### config.mk
export PLATFORM = sky130hd
export DESIGN_NAME = event_encoder
export DESIGN_NICKNAME = d
export VERILOG_FILES = /design/src/rtl/event_encoder.sv
export SDC_FILE = /design/constraint.sdc
export NUM_CORES = 1
export LEC_CHECK = 0
export BUFFER_PORTS_ARGS = -buffer_cell sky130_fd_sc_hd__buf_4
export CAP_MARGIN = 20
export CORE_AREA = 2 2 39 41
export CTS_BUF_LIST = sky130_fd_sc_hd__clkbuf_2
export DETAILED_ROUTE_END_ITERATION = 6
export DIE_AREA = 0 0 41 43
export PLACE_DENSITY_LB_ADDON = 0.2
export SLEW_MARGIN = 10
export SYNTH_ARGS = -nofsm -noshare
export SYNTH_HDL_FRONTEND = slang
export SYNTH_SLANG_ARGS = --single-unit
### constraint.sdc
create_clock -name i_clk -period 1.8 [get_ports i_clk]
set_input_delay 0.27 -clock i_clk [delete_from_list [all_inputs] [get_ports i_clk]]
set_output_delay 0.27 -clock i_clk [all_outputs]
set_load 0.01 [all_outputs]
### src/rtl/event_encoder.sv
// event_encoder: collects per-line event strobes into pending bits and
// serialises them as binary indices over a valid/ready stream, one index
// per transfer. Selection is either rotating (round robin) or fixed
// lowest-index-first. Lost events are flagged by a one-cycle overflow pulse.
module event_encoder #(
  parameter int N_IN        = 4,
  parameter bit ROUND_ROBIN = 1'b1
) (
  input  logic                    i_clk,
  input  logic                    i_rst_n,
  input  logic [N_IN-1:0]         i_val_in,
  input  logic                    i_out_ready,
  output logic                    o_out_valid,
  output logic [$clog2(N_IN)-1:0] o_out_idx,
  output logic                    o_overflow,
  output logic                    o_busy
);

  localparam int IDX_W = $clog2(N_IN);

  typedef enum logic {
    EMPTY = 1'b0,
    FULL  = 1'b1
  } state_t;

  state_t             r_state;
  state_t             w_nextState;
  logic [N_IN-1:0]    r_pending;
  logic [IDX_W-1:0]   r_outIdx;
  logic [IDX_W-1:0]   r_ptr;
  logic               r_overflow;

  logic               w_anyPending;
  logic               w_load;
  logic               w_found;
  logic [IDX_W-1:0]   w_base;
  logic [IDX_W-1:0]   w_cand;
  logic [IDX_W-1:0]   w_selIdx;
  logic [N_IN-1:0]    w_loadMask;

  assign w_anyPending = |r_pending;

  // Pick the next pending line, scanning upward from the base and wrapping
  // through IDX_W-bit truncation; the base is the rotating pointer in round
  // robin mode and zero in fixed-priority mode.
  always_comb begin
    w_base   = ROUND_ROBIN ? r_ptr : '0;
    w_found  = 1'b0;
    w_cand   = '0;
    w_selIdx = '0;
    for (int off = 0; off < N_IN; off++) begin
      w_cand = w_base + IDX_W'(off);
      if (!w_found && r_pending[w_cand]) begin
        w_found  = 1'b1;
        w_selIdx = w_cand;
      end
    end
  end

  // One-hot mask of the line being moved into the output register this edge.
  always_comb begin
    w_loadMask = w_load ? (N_IN'(1) << w_selIdx) : '0;
  end

  // Output-register state: a load happens whenever the register is empty or
  // being drained this edge and something is pending, so there is no bubble.
  always_comb begin
    w_nextState = r_state;
    w_load      = 1'b0;
    case (r_state)
      EMPTY: begin
        if (w_anyPending) begin
          w_load      = 1'b1;
          w_nextState = FULL;
        end
      end
      FULL: begin
        if (i_out_ready) begin
          if (w_anyPending) begin
            w_load = 1'b1;
          end else begin
            w_nextState = EMPTY;
          end
        end
      end
      default: w_nextState = EMPTY;
    endcase
  end

  // State register.
  always_ff @(posedge i_clk) begin
    if (!i_rst_n) begin
      r_state <= EMPTY;
    end else begin
      r_state <= w_nextState;
    end
  end

  // Pending bits, output index, rotating pointer and the overflow pulse. A new
  // event on a line being loaded this edge re-arms it (set wins); an event on
  // an already pending line that is not loaded is dropped and flagged.
  always_ff @(posedge i_clk) begin
    if (!i_rst_n) begin
      r_pending  <= '0;
      r_outIdx   <= '0;
      r_ptr      <= '0;
      r_overflow <= 1'b0;
    end else begin
      r_pending  <= (r_pending & ~w_loadMask) | i_val_in;
      r_overflow <= |(i_val_in & r_pending & ~w_loadMask);
      if (w_load) begin
        r_outIdx <= w_selIdx;
        r_ptr    <= w_selIdx + IDX_W'(1);
      end
    end
  end

  // Stream outputs decoded straight from the registers.
  always_comb begin
    o_out_valid = (r_state == FULL);
    o_out_idx   = r_outIdx;
    o_overflow  = r_overflow;
    o_busy      = w_anyPending | (r_state == FULL);
  end

endmodule

Word-level counts from Yosys, hierarchy flattened
Cells that the tools add are included.
{"block": "totals", "register_bits": 10, "input_bits": 7, "out_inout_bits": 5, "word_cells": 50}
{"block": "op_classes", "n_bitwise": 7, "n_lt_le_gt_ge": 4, "reduce_logical": 8, "addsub": 4, "mux": 21, "n_shift": 1}
{"cell": "$and 4x4->4", "count": 3}
{"cell": "$lt 2x3->1 const B", "count": 4}
{"cell": "$mux 1", "count": 10}
{"cell": "$bmux 1 s2", "count": 4}
{"cell": "$mux 2", "count": 4}
{"cell": "$reduce_or 4->1", "count": 2}
{"cell": "$add 2x1->2 const B", "count": 2}
{"cell": "$add 2x2->2 const B", "count": 2}
{"cell": "$mux 4", "count": 1}
{"cell": "$not 4->4", "count": 1}
{"cell": "$or 4x4->4", "count": 1}
{"cell": "$pmux 1 s2", "count": 2}
{"cell": "$shl 1x2->4 const A", "count": 1}
{"cell": "$logic_and 1x1->1", "count": 3}
{"cell": "$logic_not 1->1", "count": 3}
{"cell": "$not 1->1", "count": 1}
{"cell": "$or 1x1->1", "count": 1}

Logic depth before layout (Yosys ltp)
Gate-level depths: netlist (run 1).
{"block": "logic_depth", "depth_word": 17, "ltp_mapped": 7, "mapped_depth_nobuf": 5}

Least setup slack after synthesis (run 1)
OpenSTA, ideal clock, no wires.
{"block": "synth_timing", "kind": "reg2reg", "start": "register r_pending[2]", "end": "register r_pending[2]", "t_arrival_ns": 1.339, "path_buffers": 0, "synth_period_minus_slack_ns": 1.454, "stages_incl_launch_ff": 6, "setup_slack_ns": 0.346, "setup_time_ns": 0.115, "required_time_ns": 1.685, "cell_sequence": "dfxtp_1 nor2b_1 a21boi_1 o31a_2 a21boi_0 o21a_1"}
{"block": "synth_via", "elab_chain_cells": 17, "word_cells_on_any_way": 30, "cone_classes": "shift: 1; mux: 19; bitwise: 3; reduce/logical: 7"}
{"element": "start, declared", "line": "28", "source": "logic [N_IN-1:0] r_pending;"}
{"element": "start signal, assigned", "line": "109", "source": "r_pending <= (r_pending & ~w_loadMask) | i_val_in;"}
{"element": "$bmux 1 s2", "line": "53", "source": "if (!w_found && r_pending[w_cand]) begin"}
{"element": "$mux 1 (implied by the code)", "line": "53"}
{"element": "$mux 1", "line": "53"}
{"element": "$logic_not 1->1", "line": "53"}
{"element": "$logic_and 1x1->1", "line": "53"}
{"element": "$mux 1", "line": "53"}
{"element": "$logic_not 1->1", "line": "53"}
{"element": "$logic_and 1x1->1", "line": "53"}
{"element": "$mux 1", "line": "53"}
{"element": "$logic_not 1->1", "line": "53"}
{"element": "$logic_and 1x1->1", "line": "53"}
{"element": "$mux 2", "line": "53"}
{"element": "$shl 1x2->4", "line": "62", "source": "w_loadMask = w_load ? (N_IN'(1) << w_selIdx) : '0;"}
{"element": "$mux 4", "line": "62"}
{"element": "$not 4->4", "line": "109"}
{"element": "$and 4x4->4 (*)", "line": "109"}
{"element": "$or 4x4->4 (*)", "line": "109"}
Mark *: on every way between the ends. The rest lies on a longest branch, timed or not. The select of a mux whose other input is x is not followed.
A chain may end at the register's enable or synchronous reset.

Worst setup path after layout (run 1)
{"block": "layout_timing", "start": "register r_pending[2]", "end": "output port o_busy"}
{"block": "layout_via", "elab_chain_cells": 2}
{"element": "$reduce_or 4->1", "line": "41", "source": "assign w_anyPending = |r_pending;"}
{"element": "$or 1x1->1", "line": "123", "source": "o_busy = w_anyPending | (r_state == FULL);"}
{"element": "end, declared", "line": "16", "source": "output logic o_busy"}
No other way between the ends.

==> summary.md, run 1 <==
| Metric | Value |
|---|---|
| Final ANT Viol Nets | `0` |
| CTS Sinks | `10` |
| Routability Congestion | `0.883` |
| CTS Buffer Depth | `2` |
| Complex-gate fraction of the synthesized area | `30.6%` |
| Wire length per cell | `11.8 um` |
| Clock skew | `0.00297 ns` |
| First-pass DRT Iterations | `4` |
| Total congestion overflow | `0` |
| Fin area | `699 um^2` |
| Detailed-route DRC error count | `0` |
| Crit path time final | `1.62 ns` |
| Status | `finished clean` |
| Total Nets Final | `88` |
| Setup crit end kind | `output port` |
| Clock transition at path regs | `0.11 ns` |
| Initial antenna violation count | `0` |
| Vias/cell | `5.40` |
| Starting density of the core | `42.0%` |
| Synth top cells by count | `dfxtp_1 (10), inv_1 (5), a21oi_1 (4), nor2_1 (4), o21ai_0 (4)` |
| Top cells by area, synth | `dfxtp_1 (34%), a21o_1 (3.9%), buf_6 (3.9%)` |
| PwrDens | `888 nW/um^2` |
| Die Span X | `41 um` |
| Core ar. | `1380 um^2` |
| PostCTS Resize Cnt | `0` |
| Async SR Flop Fraction | `0%` |
| Root Driver | `clkbuf_2` |
| Max-slew violations | `0` |
| DP Area | `676 um^2` |
| Post-synthesis adder-cell area fraction | `0%` |
| Hold path startpoint | `i_val_in[0]` |
| DP HPWL | `907 um` |
| Synthesized cell area | `581 um^2` |
| Worst hold path class | `in2reg` |
| Largest net degree at the start of global routing | `8` |
| Reg2Reg Depth | `5` |
| Syn-to-layout area delta | `20.5%` |
| Die H | `43 um` |
| WP data arrival | `1.35 ns` |
| Final cycle utilization of the critical path | `89.9%` |
| Largest family of logic cells by synthesized area | `compound AO/OA/AOI/OAI gates` |
| RSZ-0062 raised after global routing | `false` |
| Fmax | `618 MHz` |
| Routed WL | `1130 um` |
| Worst Setup Start Kind | `flip-flop` |
| Top-count cell post-synth | `dfxtp_1` |
| Post-synth top flop | `dfxtp_1` |
| Post-synthesis sequential area ratio | `34.5%` |
| CTS Hold Bufs | `0` |
| Fillers | `150` |
| Setup crit start | `r_pending[2]$_SDFF_PN0_` |
| Simple-Gate Fraction of Synth Area | `24.6%` |
| CTS tree | `yes` |
| Via count | `518` |
| Row cnt | `14` |
| Final Hold Fails | `0` |
| Io pins | `12` |
| Yosys cell types | `33` |
| Syn Nets | `72` |
| Synth warnings | `0` |
| Setup TNS | `0 ns` |
| Top cell type's share of synthesized area | `34.5%` |
| CTS H-tree depth | `1` |
| Post-synth EDFFs | `0` |
| Hold path cells | `2` |
| Clk Latency, worst-skew pair | `0.25 ns` |
| GRT Util Overall | `17.1%` |
| Yosys reg bits | `10` |
| Top fanout value on the critical path | `5` |
| First-pass GRT wire length | `2070 um` |
| Hold Path Sink | `r_pending[0]$_SDFF_PN0_` |
| Relative slew slack | `70.7%` |
| MaxCap Viol Count | `0` |
| RR Endpoint | `o_overflow$_SDFF_PN0_` |
| Leak | `0.315 nW` |
| Number of I/O port buffers | `11` |
| R2R setup slack | `0.19 ns` |
| Setup Fix Bufs, Post-CTS | `0` |
| Number of setup violations in the final report | `0` |
| Reg2reg start | `r_pending[3]$_SDFF_PN0_` |
| Worst Tran Pin Value | `0.435 ns` |
| Peak VDD IR | `0.410 mV` |
| Iteration-0 DRC Markers | `11` |
| Final antenna diode count | `0` |
| Die footprint | `1760 um^2` |
| XOR/XNOR Fraction of Synth Area | `1.51%` |
| Multiplexer share of the synthesized area | `1.72%` |
| Area leader, netlist | `dfxtp_1` |
| Syn Area/Cell | `8.93 um^2` |
| Setup CP Type | `reg2out` |
| Total CTS buffers | `3` |
| Layout cells sized above 1 | `27.5%` |
| Vias in the first global route | `515` |
| Synth Instances | `65` |
| Crit path required time | `1.53 ns` |
[sequential cells by signal, summed over array words and instances (netlist names)]
| signal | count |
|---|---|
| o_out_valid | 1 |
| o_overflow | 1 |
| r_ptr | 2 |
| r_pending | 4 |
| o_out_idx | 2 |
[power by group]
part / switching, W / leakage (nW) / internal, W
clock network: 0.0000809 / 0.0140 / 0.0000483
logic: 0.000109 / 0.218 / 0.000106
registers: 0.0000275 / 0.0833 / 0.000249
[cells by family after synthesis]
family,Yosys count
compound gates,24
buf+inv,7
xor+xnor,1
simple gates,22
flops,10
mux,1
[worst max-delay path: stages, from the launching register on]
cell,delay [ns]
dfxtp_1,0.37
nor4_4,0.33
or2b_1,0.25
buf_4,0.14
[cells in the final DEF, fill, tap and decap left out, drive strengths merged, types with 2 or more instances in the layout]
| cell type | netlist | final |
|---|---|---|
| buf | 2 | 13 |
| dfxtp | 10 | 10 |
| inv | 5 | 5 |
| o21ai | 5 | 5 |
| nor2 | 4 | 4 |
| a21oi | 4 | 4 |
| a21o | 3 | 3 |
| clkbuf | 0 | 3 |
| nor2b | 3 | 3 |
| nor4 | 3 | 3 |
| a21boi | 3 | 3 |
| nand2b | 2 | 2 |
| and2b | 2 | 2 |
| nand2 | 2 | 2 |
| o21a | 2 | 2 |
| o31ai | 2 | 2 |
[stage by stage]
stage | utilization [%] | cells | worst slack, ns | total power [W] | hold WS, ns
after floorplan | - | 65 | 0.346 | 0.000435 | 0.388
after global placement | 48.8 | 92 | 0.136 | 0.000495 | 0.467
after detailed placement | 48.8 | 92 | 0.138 | 0.000495 | 0.466
after CTS | 50.2 | 96 | 0.121 | 0.000625 | 0.215
after global routing | 50.5 | 96 | 0.0343 | 0.000666 | 0.210
final | 50.5 | 96 | 0.183 | 0.000621 | 0.224
[area by class of cell]
| type | instances | area [um^2] | share of cell area, % |
|---|---|---|---|
| timing repair buffer | 13 | 97.6 | 14.0 |
| clock inverter | 1 | 3.75 | 0.537 |
| sequential | 10 | 200 | 28.6 |
| inverter | 5 | 18.8 | 2.68 |
| clock buffer | 3 | 15.0 | 2.15 |
| multi-input combinational | 48 | 344 | 49.2 |
| tap | 16 | 20.0 | 2.86 |
[worst max-delay path by stage]
| stage | depth (start not counted) | slack, ns | end |
|---|---|---|---|
| 5_1_grt | 5 | 0.03 | o_overflow$_SDFF_PN0_ |
| 6_report | 3 | 0.18 | o_busy |
| 4_1_cts | 5 | 0.12 | r_pending[0]$_SDFF_PN0_ |
| 3_3_place_gp | 5 | 0.14 | r_pending[0]$_SDFF_PN0_ |
| 3_5_place_dp | 5 | 0.14 | r_pending[0]$_SDFF_PN0_ |
| 2_1_floorplan | 5 | 0.35 | r_pending[2]$_SDFF_PN0_ |
[layer usage]
layer / part of all wire [%] / vias up / global-route usage [%]
li1: - / 266 / -
met4: 1.1 / 0 / 6.00
met1: 49 / 238 / 24.0
met5: 0 / - / 0
met2: 47 / 12 / 24.4
met3: 3.4 / 2 / 4.71
Power figures use the tool's default switching activity.
==> inputs of run 2 (changes only) <==
==> constraint.sdc (replaced) <==
create_clock -name i_clk -period 1.8 [get_ports i_clk]
set_input_delay 0 -clock i_clk [delete_from_list [all_inputs] [get_ports i_clk]]
set_output_delay 0 -clock i_clk [all_outputs]
set_load 0.01 [all_outputs]
==> run 2 against run 1 <==
Compared with the run above: flip-flop and latch count unchanged; setup slack gained 0.0097 ns; sequential share of layout area is 1.9 points lower; global-route usage rose by 0.91 points; register-to-register slack is essentially flat; first-iteration DRC count unchanged; combinational power is 4% higher; via count rose by 2.9%; sequential power about the same.
==> summary.md, run 2 (synthesis results as in run 1) <==
| Metric | Value |
|---|---|
| Hold path cells | `3 (+1)` |
| Clock skew | `0.00290 ns (-0.0000671 ns)` |
| Final ANT Viol Nets | `0 (unchanged)` |
| Clk Latency, worst-skew pair | `0.25 ns (about the same)` |
| Die H | `43 um (unchanged)` |
| Fmax | `622 MHz (+0.60%)` |
| Row cnt | `14 (unchanged)` |
| Routed WL | `1200 um (+5.7%)` |
| Setup crit end kind | `flip-flop` |
| Clock transition at path regs | `0.11 ns (about the same)` |
| Relative slew slack | `70.7% (about the same)` |
| Leak | `0.336 nW (+6.6%)` |
| CTS H-tree depth | `1 (unchanged)` |
| CTS tree | `yes` |
| Iteration-0 DRC Markers | `11 (unchanged)` |
| Starting density of the core | `42.0% (unchanged)` |
| Final WS setup | `0.192 ns (+0.00967 ns)` |
| GRT Util Overall | `18.0% (+0.91 points)` |
| Max reg flops | `4 (unchanged)` |
| Pre-CTS setup slack | `0.138 ns (unchanged)` |
| Crit path required time | `1.99 ns (+0.46 ns)` |
| Fillers | `141 (-6.0%)` |
| DP HPWL | `907 um (unchanged)` |
| Top fanout value on the critical path | `4 (-1)` |
| Peak VDD IR | `0.411 mV (+0.15%)` |
| Hold Path Sink | `o_out_valid$_SDFF_PN0_` |
| Worst hold path class | `in2reg` |
| Root Driver | `clkbuf_2` |
| Number of setup violations in the final report | `0 (unchanged)` |
| RSZ-0062 raised after global routing | `false` |
| Detailed-route DRC error count | `0 (unchanged)` |
| R2R setup slack | `0.19 ns (about the same)` |
| First-pass GRT wire length | `2180 um (+5.3%)` |
| Die Span X | `41 um (unchanged)` |
| RR Endpoint | `o_overflow$_SDFF_PN0_` |
| Reg2Reg Depth | `5 (unchanged)` |
| Top Family by Delay on Critical Path | `simple AND/OR/NAND/NOR gates` |
| PwrDens | `841 nW/um^2 (-5.2%)` |
| Total Nets Final | `93 (+5.7%)` |
| Vias in the first global route | `534 (+3.7%)` |
| Critical path depth | `5 (+2)` |
| Core ar. | `1380 um^2 (unchanged)` |
| CTS Buffer Depth | `2 (unchanged)` |
| First-pass DRT Iterations | `2 (-2)` |
| Setup CP Type | `reg2reg` |
| Total congestion overflow | `0 (unchanged)` |
| Setup TNS | `0 ns (unchanged)` |
| Hold path startpoint | `i_out_ready` |
| Max-slew violations | `0 (unchanged)` |
| CP max-delay cell | `dfxtp_1` |
| Largest Register | `r_pending` |
| Status | `finished clean` |
| Io pins | `12 (unchanged)` |
| Final Power | `0.000631 W (+1.5%)` |
| Final antenna diode count | `0 (unchanged)` |
| Crit path time final | `1.61 ns (-0.00967 ns)` |
| Initial antenna violation count | `0 (unchanged)` |
| MaxCap Viol Count | `0 (unchanged)` |
| Die footprint | `1760 um^2 (unchanged)` |
| Worst Tran Pin Value | `0.435 ns (+0.000327 ns)` |
| Vias/cell | `5.28 (-2.2%)` |
| Reg2reg start | `r_pending[3]$_SDFF_PN0_` |
| CP bufs+invs | `0 (-1)` |
| Final cycle utilization of the critical path | `89.3% (-0.54 points)` |
| Via count | `533 (+2.9%)` |
| Routability Congestion | `0.883 (unchanged)` |
| DP Area | `676 um^2 (unchanged)` |
| Layout cells sized above 1 | `25.9% (-1.6 points)` |
| Total CTS buffers | `3 (unchanged)` |
| Syn-to-layout area delta | `29.1%` |
| Number of I/O port buffers | `11 (unchanged)` |
| Most frequent cells in the layout | `buf_4 (13), dfxtp_1 (10), inv_1 (5), dlygate4sd3_1 (5)` |
| Fin area | `749 um^2 (+7.2%)` |
| Crit path cell chain | `and2b_1 -> nor4_1 -> nor3b_2 -> a21o_1 -> a31oi_1` |
| Largest net degree at the start of global routing | `8 (unchanged)` |
| CP peak stage delay | `0.45 ns (+0.08 ns)` |
| Wire length per cell | `11.9 um (+0.50%)` |
| Worst Setup Start Kind | `flip-flop` |
| WP data arrival | `1.80 ns (+0.45 ns)` |
| CTS Sinks | `10 (unchanged)` |
| Final Hold Fails | `0 (unchanged)` |
| Commonest non-fill, non-tap cell in the layout | `buf_4` |
-- run 2: changes by cell type in the layout (fill, tap and decap cells not counted) --
cell           delta
dlygate4sd3_1     +5
-- run 2: worst max-delay path by stage --
stage	startpoint	endpoint	slack, ns
floorplan	r_pending[2]$_SDFF_PN0_	r_pending[2]$_SDFF_PN0_	0.35
CTS	r_pending[0]$_SDFF_PN0_	r_pending[0]$_SDFF_PN0_	0.12
detailed placement	r_pending[0]$_SDFF_PN0_	r_pending[0]$_SDFF_PN0_	0.14
finish	r_pending[3]$_SDFF_PN0_	o_overflow$_SDFF_PN0_	0.19
global placement	r_pending[0]$_SDFF_PN0_	r_pending[0]$_SDFF_PN0_	0.14
global route	r_pending[3]$_SDFF_PN0_	o_overflow$_SDFF_PN0_	0.03
-- run 2: tightest hold or removal path: cells and delay by family --
kind                   cells  cell delay, ns
buffers and inverters      1            0.07
and+or+nand+nor            1            0.11
AOI/OAI and AO/OA          1            0.06
-- run 2: report_power, final --
part           internal [W]  switching (W)
registers          0.000249      0.0000274
logic              0.000114       0.000111
clock network     0.0000483      0.0000813
total              0.000411       0.000220
-- run 2: layout make-up --
class / count / area, um^2 / area share [%]
inverters: 5 / 18.8 / 2.50
repair buffers: 18 / 148 / 19.7
flip-flops and latches: 10 / 200 / 26.7
clock buffers: 3 / 15.0 / 2.00
well taps: 16 / 20.0 / 2.67
multi-input cells: 48 / 344 / 45.9
clock inverters: 1 / 3.75 / 0.501
-- run 2: per-stage QoR --
step	util (%)	std cells	hold WS (ns)
floorplan	-	65	0.118
global placement	48.8	92	0.218
detailed placement	48.8	92	0.223
CTS	53.8	101	0.0192
global route	54.2	101	0.0326
finish	54.2	101	0.0290
-- run 2: what timing repair did --
action | in CTS | in global routing
endpoints found under the setup margin | 0 | 3
hold endpoints to repair | 5 | 0
setup buffers | 0 | 0
hold buffers | 5 | 0
resized for setup | 0 | 1
-- run 2: metal layers --
metal	wire, um	vias up	GRT usage (%)	part of all wire, %
met5	0	-	0	0
met4	13	0	6.00	1.1
met3	28	2	4.71	2.3
met2	589	7	26.9	49
met1	568	250	24.3	47
li1	-	274	-	-
==> inputs of run 3 (changes only) <==
--- a/config.mk
+++ b/config.mk
@@ -11,6 +11,7 @@
 export CTS_BUF_LIST = sky130_fd_sc_hd__clkbuf_2
 export DETAILED_ROUTE_END_ITERATION = 6
 export DIE_AREA = 0 0 41 43
+export HOLD_SLACK_MARGIN = 0.1
 export PLACE_DENSITY_LB_ADDON = 0.2
 export SLEW_MARGIN = 10
 export SYNTH_ARGS = -nofsm -noshare
==> run 3 against run 2 <==
Compared with the run above: register-to-register slack is essentially flat; final cell count grew 0.99%; design area grew 1.3%; fmax is essentially flat.
==> summary.md, run 3 (synthesis results as in run 1) <==
| Metric | Value |
|---|---|
| Final core occ | `54.9% (+0.72 points)` |
| Root Driver | `clkbuf_2` |
| Crit path cell chain | `and2b_1 -> nor4_1 -> nor3b_2 -> a21o_1 -> a31oi_1` |
| CTS Sinks | `10 (unchanged)` |
| Hold path startpoint | `o_out_idx[0]$_SDFFE_PN0P_` |
| CTS H-tree depth | `1 (unchanged)` |
| Setup TNS | `0 ns (unchanged)` |
| Final ANT Viol Nets | `0 (unchanged)` |
| WP data arrival | `1.80 ns (about the same)` |
| Peak VDD IR | `0.410 mV (-0.16%)` |
| DP HPWL | `907 um (unchanged)` |
| Routability Congestion | `0.883 (unchanged)` |
| Iteration-0 DRC Markers | `11 (unchanged)` |
| Die H | `43 um (unchanged)` |
| Total congestion overflow | `0 (unchanged)` |
| PwrDens | `832 nW/um^2 (-1.1%)` |
| Worst Tran Pin Value | `0.435 ns (-0.000327 ns)` |
| CP max-delay cell | `dfxtp_1` |
| Final cycle utilization of the critical path | `89.3% (about the same)` |
| GRT Util Overall | `18.2% (+0.20 points)` |
| Setup crit end kind | `flip-flop` |
| Vias/cell | `5.33 (+1.1%)` |
| Worst Setup Start Kind | `flip-flop` |
| Core ar. | `1380 um^2 (unchanged)` |
| Relative slew slack | `70.7% (about the same)` |
| Layout cells sized above 1 | `25.6% (-0.30 points)` |
| Number of I/O port buffers | `11 (unchanged)` |
| Total Nets Final | `94 (+1.1%)` |
| Die Span X | `41 um (unchanged)` |
| Detailed-route DRC error count | `0 (unchanged)` |
| Clk Latency, worst-skew pair | `0.25 ns (about the same)` |
| Setup CP Type | `reg2reg` |
| Commonest non-fill, non-tap cell in the layout | `buf_4` |
| First-pass GRT wire length | `2210 um (+1.3%)` |
| Wire length per cell | `12.0 um (+1.2%)` |
| Syn-to-layout area delta | `30.8%` |
| RSZ-0062 raised after global routing | `false` |
| CTS Buffer Depth | `2 (unchanged)` |
| Via count | `544 (+2.1%)` |
| Crit path required time | `1.99 ns (about the same)` |
| CP peak stage delay | `0.45 ns (about the same)` |
| First-pass DRT Iterations | `4 (+2)` |
| Status | `finished clean` |
| CP endpoint | `o_overflow$_SDFF_PN0_` |
| Die footprint | `1760 um^2 (unchanged)` |
| Setup crit start | `r_pending[3]$_SDFF_PN0_` |
| Worst hold path class | `reg2reg` |
| Fmax | `622 MHz (about the same)` |
| R2R setup slack | `0.19 ns (about the same)` |
| Row cnt | `14 (unchanged)` |
| Largest Register | `r_pending` |
| Reg2reg start | `r_pending[3]$_SDFF_PN0_` |
| RR Endpoint | `o_overflow$_SDFF_PN0_` |
| Leak | `0.340 nW (+1.2%)` |
| Clock transition at path regs | `0.11 ns (about the same)` |
| Most frequent cells in the layout | `buf_4 (13), dfxtp_1 (10), dlygate4sd3_1 (6)` |
| Routed WL | `1230 um (+2.3%)` |
| Initial antenna violation count | `0 (unchanged)` |
| Io pins | `12 (unchanged)` |
| Max reg flops | `4 (unchanged)` |
| Max-slew violations | `0 (unchanged)` |
| CTS tree | `yes` |
| Largest net degree at the start of global routing | `8 (unchanged)` |
| MaxCap Viol Count | `0 (unchanged)` |
| Top fanout value on the critical path | `4 (unchanged)` |
| Clock skew | `0.00290 ns (-0.000000640 ns)` |
| Vias in the first global route | `544 (+1.9%)` |
| Starting density of the core | `42.0% (unchanged)` |
| Final antenna diode count | `0 (unchanged)` |
| Number of setup violations in the final report | `0 (unchanged)` |
| Total CTS buffers | `3 (unchanged)` |
| Final Hold Fails | `0 (unchanged)` |
| Crit path time final | `1.61 ns (-0.000456 ns)` |
| Reg2Reg Depth | `5 (unchanged)` |
| Final Power | `0.000632 W (+0.25%)` |
-- run 3: final cells by class --
cell class	count	area, um^2
fillers	140	624
clock buffers	3	15.0
inverters	5	18.8
well taps	16	20.0
flip-flops and latches	10	200
multi-input cells	48	344
clock inverters	1	3.75
repair buffers	19	158
-- run 3: how the worst min path moves through the flow --
stage	end	slack, ns	cells after the start
5_1_grt	r_pending[0]$_SDFF_PN0_	0.51	3
2_1_floorplan	r_pending[0]$_SDFF_PN0_	0.12	1
6_report	o_out_idx[0]$_SDFFE_PN0P_	0.48	2
4_1_cts	o_out_idx[0]$_SDFFE_PN0P_	0.48	2
3_3_place_gp	r_pending[0]$_SDFF_PN0_	0.22	2
3_5_place_dp	r_pending[0]$_SDFF_PN0_	0.22	2
-- run 3: routing by layer --
layer / up-vias / wire length (um) / track usage [%]
met5: - / 0 / 0
met4: 0 / 13 / 6.00
met3: 2 / 33 / 4.71
met2: 12 / 604 / 27.5
met1: 252 / 575 / 24.3
li1: 278 / - / -
-- run 3: power by group --
part / leakage (nW) / internal [W] / switching [W]
clock: 0.0140 / 0.0000483 / 0.0000812
combinational: 0.243 / 0.000115 / 0.000111
sequential: 0.0833 / 0.000249 / 0.0000276
total: 0.340 / 0.000413 / 0.000220
-- run 3: what timing repair did --
| item | in CTS | in global routing |
|---|---|---|
| hold endpoints to repair | 7 | 0 |
| endpoints found under the setup margin | 0 | 3 |
| hold buffers | 6 | 0 |
| setup buffers | 0 | 0 |
| resized for setup | 0 | 1 |
-- run 3: stage by stage --
| stage | setup WS [ns] | area, um^2 | instances | hold slack [ns] |
|---|---|---|---|---|
| global placement | 0.136 | 676 | 92 | 0.218 |
| global route | 0.0343 | 759 | 102 | 0.507 |
| finish | 0.193 | 759 | 102 | 0.482 |
| detailed placement | 0.138 | 676 | 92 | 0.223 |
| floorplan | 0.346 | 581 | 65 | 0.118 |
| CTS | 0.121 | 754 | 102 | 0.483 |
-- run 3: critical path: cells and delay by family, from the launching register on --
kind             cells  cell delay, ns
AND/OR/NAND/NOR      3            0.74
flip-flops           1            0.45
AO/OA/AOI/OAI        2            0.35
